==> src/rtl/i2c_bus_monitor.sv <==
// i2c_bus_monitor: oversampled I2C front-end. Synchronizes and deglitches SCL/SDA,
// detects START/rSTART/STOP and deserializes each byte plus its ACK bit.
module i2c_bus_monitor #(
    parameter int unsigned FILT_LEN = 3
) (
    input  logic       clk,
    input  logic       rst_n,
    input  logic       scl_in,
    input  logic       sda_in,
    output logic       start_det,
    output logic       rstart_det,
    output logic       stop_det,
    output logic [7:0] byte_out,
    output logic       byte_valid,
    output logic       is_addr,
    output logic       ack_out,
    output logic       ack_valid,
    output logic       bus_busy,
    output logic       err
);
    typedef enum logic [1:0] {IDLE, BITS, ACK} state_t;

    localparam logic [3:0] FiltLast = 4'(FILT_LEN - 1);

    logic [1:0] sclSync_q, sdaSync_q;
    logic [3:0] sclCnt_q, sdaCnt_q;
    logic       sclFilt_q, sdaFilt_q, sclPrev_q, sdaPrev_q;

    // A filtered level only follows the pin after FILT_LEN consecutive differing samples.
    always_ff @(posedge clk or negedge rst_n) begin
        if (!rst_n) begin
            sclSync_q <= 2'b11;
            sdaSync_q <= 2'b11;
            sclCnt_q  <= '0;
            sdaCnt_q  <= '0;
            sclFilt_q <= 1'b1;
            sdaFilt_q <= 1'b1;
            sclPrev_q <= 1'b1;
            sdaPrev_q <= 1'b1;
        end else begin
            sclSync_q <= {sclSync_q[0], scl_in};
            sdaSync_q <= {sdaSync_q[0], sda_in};
            sclPrev_q <= sclFilt_q;
            sdaPrev_q <= sdaFilt_q;
            if (sclSync_q[1] == sclFilt_q) begin
                sclCnt_q <= '0;
            end else if (sclCnt_q == FiltLast) begin
                sclFilt_q <= sclSync_q[1];
                sclCnt_q  <= '0;
            end else begin
                sclCnt_q <= sclCnt_q + 4'd1;
            end
            if (sdaSync_q[1] == sdaFilt_q) begin
                sdaCnt_q <= '0;
            end else if (sdaCnt_q == FiltLast) begin
                sdaFilt_q <= sdaSync_q[1];
                sdaCnt_q  <= '0;
            end else begin
                sdaCnt_q <= sdaCnt_q + 4'd1;
            end
        end
    end

    state_t     state_q;
    logic [3:0] bitCnt_q;
    logic [6:0] shift_q;
    logic       firstByte_q, busy_q;
    logic       startDet_q, rstartDet_q, stopDet_q, err_q;
    logic [7:0] byteOut_q;
    logic       byteValid_q, isAddr_q, ackOut_q, ackValid_q;

    logic sclRise, sclStable, startCond, stopCond, midByte;

    // SDA edges count as conditions only while SCL has been high for two cycles.
    assign sclRise   = sclFilt_q & ~sclPrev_q;
    assign sclStable = sclFilt_q & sclPrev_q;
    assign startCond = sclStable & sdaPrev_q & ~sdaFilt_q;
    assign stopCond  = sclStable & ~sdaPrev_q & sdaFilt_q;
    assign midByte   = (state_q == ACK) || ((state_q == BITS) && (bitCnt_q != 4'd0));

    always_ff @(posedge clk or negedge rst_n) begin
        if (!rst_n) begin
            state_q     <= IDLE;
            bitCnt_q    <= '0;
            shift_q     <= '0;
            firstByte_q <= 1'b0;
            busy_q      <= 1'b0;
            startDet_q  <= 1'b0;
            rstartDet_q <= 1'b0;
            stopDet_q   <= 1'b0;
            err_q       <= 1'b0;
            byteOut_q   <= 8'h00;
            byteValid_q <= 1'b0;
            isAddr_q    <= 1'b0;
            ackOut_q    <= 1'b1;
            ackValid_q  <= 1'b0;
        end else begin
            startDet_q  <= 1'b0;
            rstartDet_q <= 1'b0;
            stopDet_q   <= 1'b0;
            err_q       <= 1'b0;
            byteValid_q <= 1'b0;
            ackValid_q  <= 1'b0;
            if (startCond) begin
                if (state_q == IDLE) begin
                    startDet_q <= 1'b1;
                end else begin
                    rstartDet_q <= 1'b1;
                    err_q       <= midByte;
                end
                busy_q      <= 1'b1;
                firstByte_q <= 1'b1;
                bitCnt_q    <= '0;
                state_q     <= BITS;
            end else if (stopCond) begin
                stopDet_q <= 1'b1;
                if (state_q != IDLE) begin
                    err_q    <= midByte;
                    busy_q   <= 1'b0;
                    bitCnt_q <= '0;
                    state_q  <= IDLE;
                end
            end else begin
                case (state_q)
                    BITS: begin
                        if (sclRise) begin
                            shift_q <= {shift_q[5:0], sdaFilt_q};
                            if (bitCnt_q == 4'd7) begin
                                byteOut_q   <= {shift_q, sdaFilt_q};
                                isAddr_q    <= firstByte_q;
                                byteValid_q <= 1'b1;
                                firstByte_q <= 1'b0;
                                bitCnt_q    <= 4'd8;
                                state_q     <= ACK;
                            end else begin
                                bitCnt_q <= bitCnt_q + 4'd1;
                            end
                        end
                    end
                    ACK: begin
                        if (sclRise) begin
                            ackOut_q   <= sdaFilt_q;
                            ackValid_q <= 1'b1;
                            bitCnt_q   <= '0;
                            state_q    <= BITS;
                        end
                    end
                    default: ;
                endcase
            end
        end
    end

    assign start_det  = startDet_q;
    assign rstart_det = rstartDet_q;
    assign stop_det   = stopDet_q;
    assign err        = err_q;
    assign byte_out   = byteOut_q;
    assign byte_valid = byteValid_q;
    assign is_addr    = isAddr_q;
    assign ack_out    = ackOut_q;
    assign ack_valid  = ackValid_q;
    assign bus_busy   = busy_q;
endmodule
==> config.mk <==
export PLATFORM = sky130hd
export DESIGN_NAME = i2c_bus_monitor
export DESIGN_NICKNAME = d
export VERILOG_FILES = /design/src/rtl/i2c_bus_monitor.sv
export SDC_FILE = /design/constraint.sdc
export NUM_CORES = 1
export LEC_CHECK = 0
export ABC_AREA = 1
export CORE_MARGIN = 1.5
export CORE_UTILIZATION = 35
export CTS_BUF_LIST = sky130_fd_sc_hd__clkbuf_16
export DETAILED_ROUTE_END_ITERATION = 7
export GPL_TIMING_DRIVEN = 0
export PLACE_DENSITY = 0.6
export RECOVER_POWER = 25
export SYNTH_ARGS = -nofsm -noshare
export SYNTH_HDL_FRONTEND = slang
export SYNTH_SLANG_ARGS = --single-unit
==> constraint.sdc <==
create_clock -name clk -period 3.7 [get_ports clk]
set_clock_uncertainty 0.15 [all_clocks]
set_input_delay 0.74 -clock clk [delete_from_list [all_inputs] [get_ports clk]]
set_output_delay 0.74 -clock clk [all_outputs]
set_load 0.02 [all_outputs]
==> summary.md <==
| Metric | Value |
|---|---|
| Post-synth cell types | `28` |
| Synthesized cell area | `2060 sq um` |
| Vias after detailed routing | `1355` |
| Hold-fix buffers at CTS | `0` |
| Post-CTS setup buffer count | `0` |
| FMAX | `433 MHz` |
| Met3 WL post-DR | `105 um` |
| Slew HR | `20.6%` |
| NetSw | `692 uW` |
| Cell Pwr Density | `754 nW/um^2` |
| Mapped Cells | `207` |
| Clock network fraction of total power | `27.0%` |
| Outcome | `finished, final reports clean` |
| RSZ-0062 raised after global routing | `false` |
| MaxCap Viol Count | `0` |
| H-Tree Depth | `2` |
| CP max-delay cell | `clkdlybuf4s50_1` |
| Worst Setup End Kind | `primary output` |
| Die Y-Extent | `79.7 um` |
| FF+latch count, synth | `47` |
| Setup tns final | `0 ns` |
| Post-CTS Resized | `0` |
| Largest net degree at the start of global routing | `28` |
| WS Path Type | `flop to primary output` |
| Share of cells above drive strength 1 | `17.4%` |
| R2r setup slk | `1.96 ns` |
| Metal-1 WL | `1.69 mm` |
| # nets final | `246` |
| GRT Resource Usage Total | `12.8%` |
| Hold Vio Cnt, Final | `0` |
| Starting Density | `36.7%` |
| Leak | `1.22 nW` |
| Hold_ws | `0.207 ns` |
| Antenna-violating nets left | `0` |
| Synthesized area per cell | `9.95 sq um` |
| Antenna violations before repair | `0` |
| Cell Rows | `27` |
| Tmin final | `2.31 ns` |
| Core area | `5610 sq um` |
| Worst path cell trace | `clkdlybuf4s50_1` |
| # setup viols final | `0` |
| Max VDD drop | `276 uV` |
| YS warnings | `0` |
| CTS Root Cell | `clkbuf_16` |
| First-pass GRT wire length | `6.10 mm` |
| Dpl hpwl | `2.44 mm` |
| Max layer used | `met4` |
| Number of global-route vias before repair | `1360` |
| Max FO, Critical Path | `2` |
| Max incr delay on CP | `0.60 ns` |
| Clock latency on the worst-skew pair | `0.29 ns` |
| PortBufs | `20` |
| Setup crit start kind | `flop` |
| Drt initial violations | `59` |
| 1st-pass router iterations | `4` |
| Clk buf depth | `2` |
| Req. time, crit path | `2.81 ns` |
| Syn Nets | `218` |
| Max-slew violations | `0` |
| CTS tree | `yes` |
| Worst-path clk slew | `0.06 ns` |
| Switching part of the total | `36.3%` |
| DRC viols | `0` |
| Die area | `6350 sq um` |
| Post-synthesis sequential area ratio | `57.7%` |
| Top delay family on crit path | `buffers and inverters` |
| Routed vias/inst | `4.40` |
| Int Pwr | `1.21 mW` |
| CP arrival | `1.42 ns` |
| GPL Wtd Cong | `0.733` |
| Routed WL per cell | `11.1 um` |
| Total global routing overflow | `0` |
| Chip Width | `79.7 um` |
| Comb pwr share | `33.6%` |
| Hold Path Class | `flop to flop` |
| Slew @ Worst Pin | `1.19 ns` |
| DR WL met2 | `1.55 mm` |
| Diodes inserted | `0` |
| Seq pwr share | `39.3%` |
| Buf/Inv on CP | `1` |
| Utilization after layout | `45.1%` |
| Number of clock sinks | `47` |
| Num ports | `21` |
| Area Growth Syn to Fin | `22.8%` |
| Final period util | `62.4%` |
| CTS buffer count | `5` |
| Routed WL | `3.41 mm` |
==> synth_stat cells, drive strengths merged <==
| master | instances | area, sq um |
|---|---|---|
| a21oi | 5 | 25.0 |
| xor2 | 3 | 26.3 |
| nand3b | 1 | 7.51 |
| dfstp | 9 | 236 |
| o21ai | 25 | 159 |
| clkbuf | 1 | 3.75 |
| buf | 1 | 11.3 |
| clkinv | 1 | 5.00 |
| nand2 | 52 | 233 |
| nor3 | 2 | 10.0 |
| o21a | 1 | 7.51 |
| inv | 25 | 96.4 |
| xnor2 | 2 | 17.5 |
| nand4 | 2 | 12.5 |
| nand3 | 9 | 50.1 |
| ha | 7 | 87.6 |
| nor2 | 23 | 120 |
| dfrtp | 38 | 951 |
==> logic make-up after synthesis <==
group | synth area share [%]
adders and majority gates | 4.25
and+or+nand+nor | 21.0
buffers and inverters | 5.65
xor gates and xnor gates | 2.13
AOI/OAI and AO/OA | 9.30
DFF | 57.7
==> power by group through the flow <==
stage / sequential (mW) / clock (mW) / combinational (mW)
after global placement: 0.761 / 0 / 0.641
after floorplan: 0.778 / 0 / 0.464
after global routing: 0.769 / 0.561 / 0.728
after CTS: 0.754 / 0.533 / 0.658
final: 0.750 / 0.515 / 0.640
after detailed placement: 0.762 / 0 / 0.656
==> per-layer routing <==
layer  track usage (%)  up-vias
met5                 0        -
met4              5.26        0
met3              4.46        5
met2              20.1       20
met1              15.9      623
li1                  -      707
==> layout make-up <==
cell class	count	area [sq um]
plain buffers	2	15.0
multi-input cells	132	748
inverters	26	101
repair buffers	21	214
fillers	548	3080
well taps	72	90.1
clock buffers	5	125
flip-flops and latches	47	1190
clock inverters	3	47.5
==> flip-flops by register name (all words and copies together), names as in the netlist, 2 cells and up <==
name       count
shift_q        7
state_q        2
sclCnt_q       4
sclSync_q      2
byte_out       8
sdaCnt_q       4
sdaSync_q      2
bitCnt_q       4
==> worst paths after layout <==
kind,startpoint,end,cells past startpoint
hold / removal,sdaSync_q[0]$_DFF_PN1_,sdaSync_q[1]$_DFF_PN1_,0
hold reg to reg,sdaSync_q[0]$_DFF_PN1_,sdaSync_q[1]$_DFF_PN1_,0
min in group asynchronous,rst_n,state_q[1]$_DFFE_PN0P_,1
max in group asynchronous,rst_n,sdaSync_q[0]$_DFF_PN1_,2
setup reg to reg,sdaFilt_q$_DFFE_PN1P_,bitCnt_q[2]$_DFFE_PN0P_,7
setup / recovery,ack_out$_DFFE_PN1P_,ack_out,1
==> stage by stage <==
stage	setup WS (ns)	total power, mW	std cells	area (sq um)
4_1_cts	1.38	1.95	308	2540
5_1_grt	1.34	2.06	308	2530
2_1_floorplan	2.20	1.24	207	2060
3_3_place_gp	0.387	1.40	299	2350
6_report	1.39	1.91	308	2530
3_5_place_dp	1.70	1.42	300	2360
==> cells in the final DEF, fill, tap and decap left out <==
cell / count
dfstp_1: 2
inv_4: 1
xnor2_1: 2
clkdlybuf4s50_1: 17
clkinv_4: 1
nand3_2: 1
o21ai_1: 3
dlygate4sd3_1: 2
nor2_4: 1
nand4_1: 2
nand3b_1: 1
clkbuf_16: 5
nor2_2: 1
inv_6: 1
nor3_1: 2
bufinv_16: 1
clkbuf_1: 2
nand3_1: 8
xor2_1: 3
dfrtp_1: 38
nor2_8: 1
nand2_4: 4
buf_6: 1
o21ai_0: 13
nor2_1: 20
clkinv_2: 1
o21ai_2: 9
o21a_1: 1
a21oi_1: 5
nand2_1: 45
inv_2: 2
nand2_2: 3
inv_1: 22
dfstp_2: 7
ha_1: 7
buf_12: 1
Note: power is estimated with default switching activity, not from simulation.
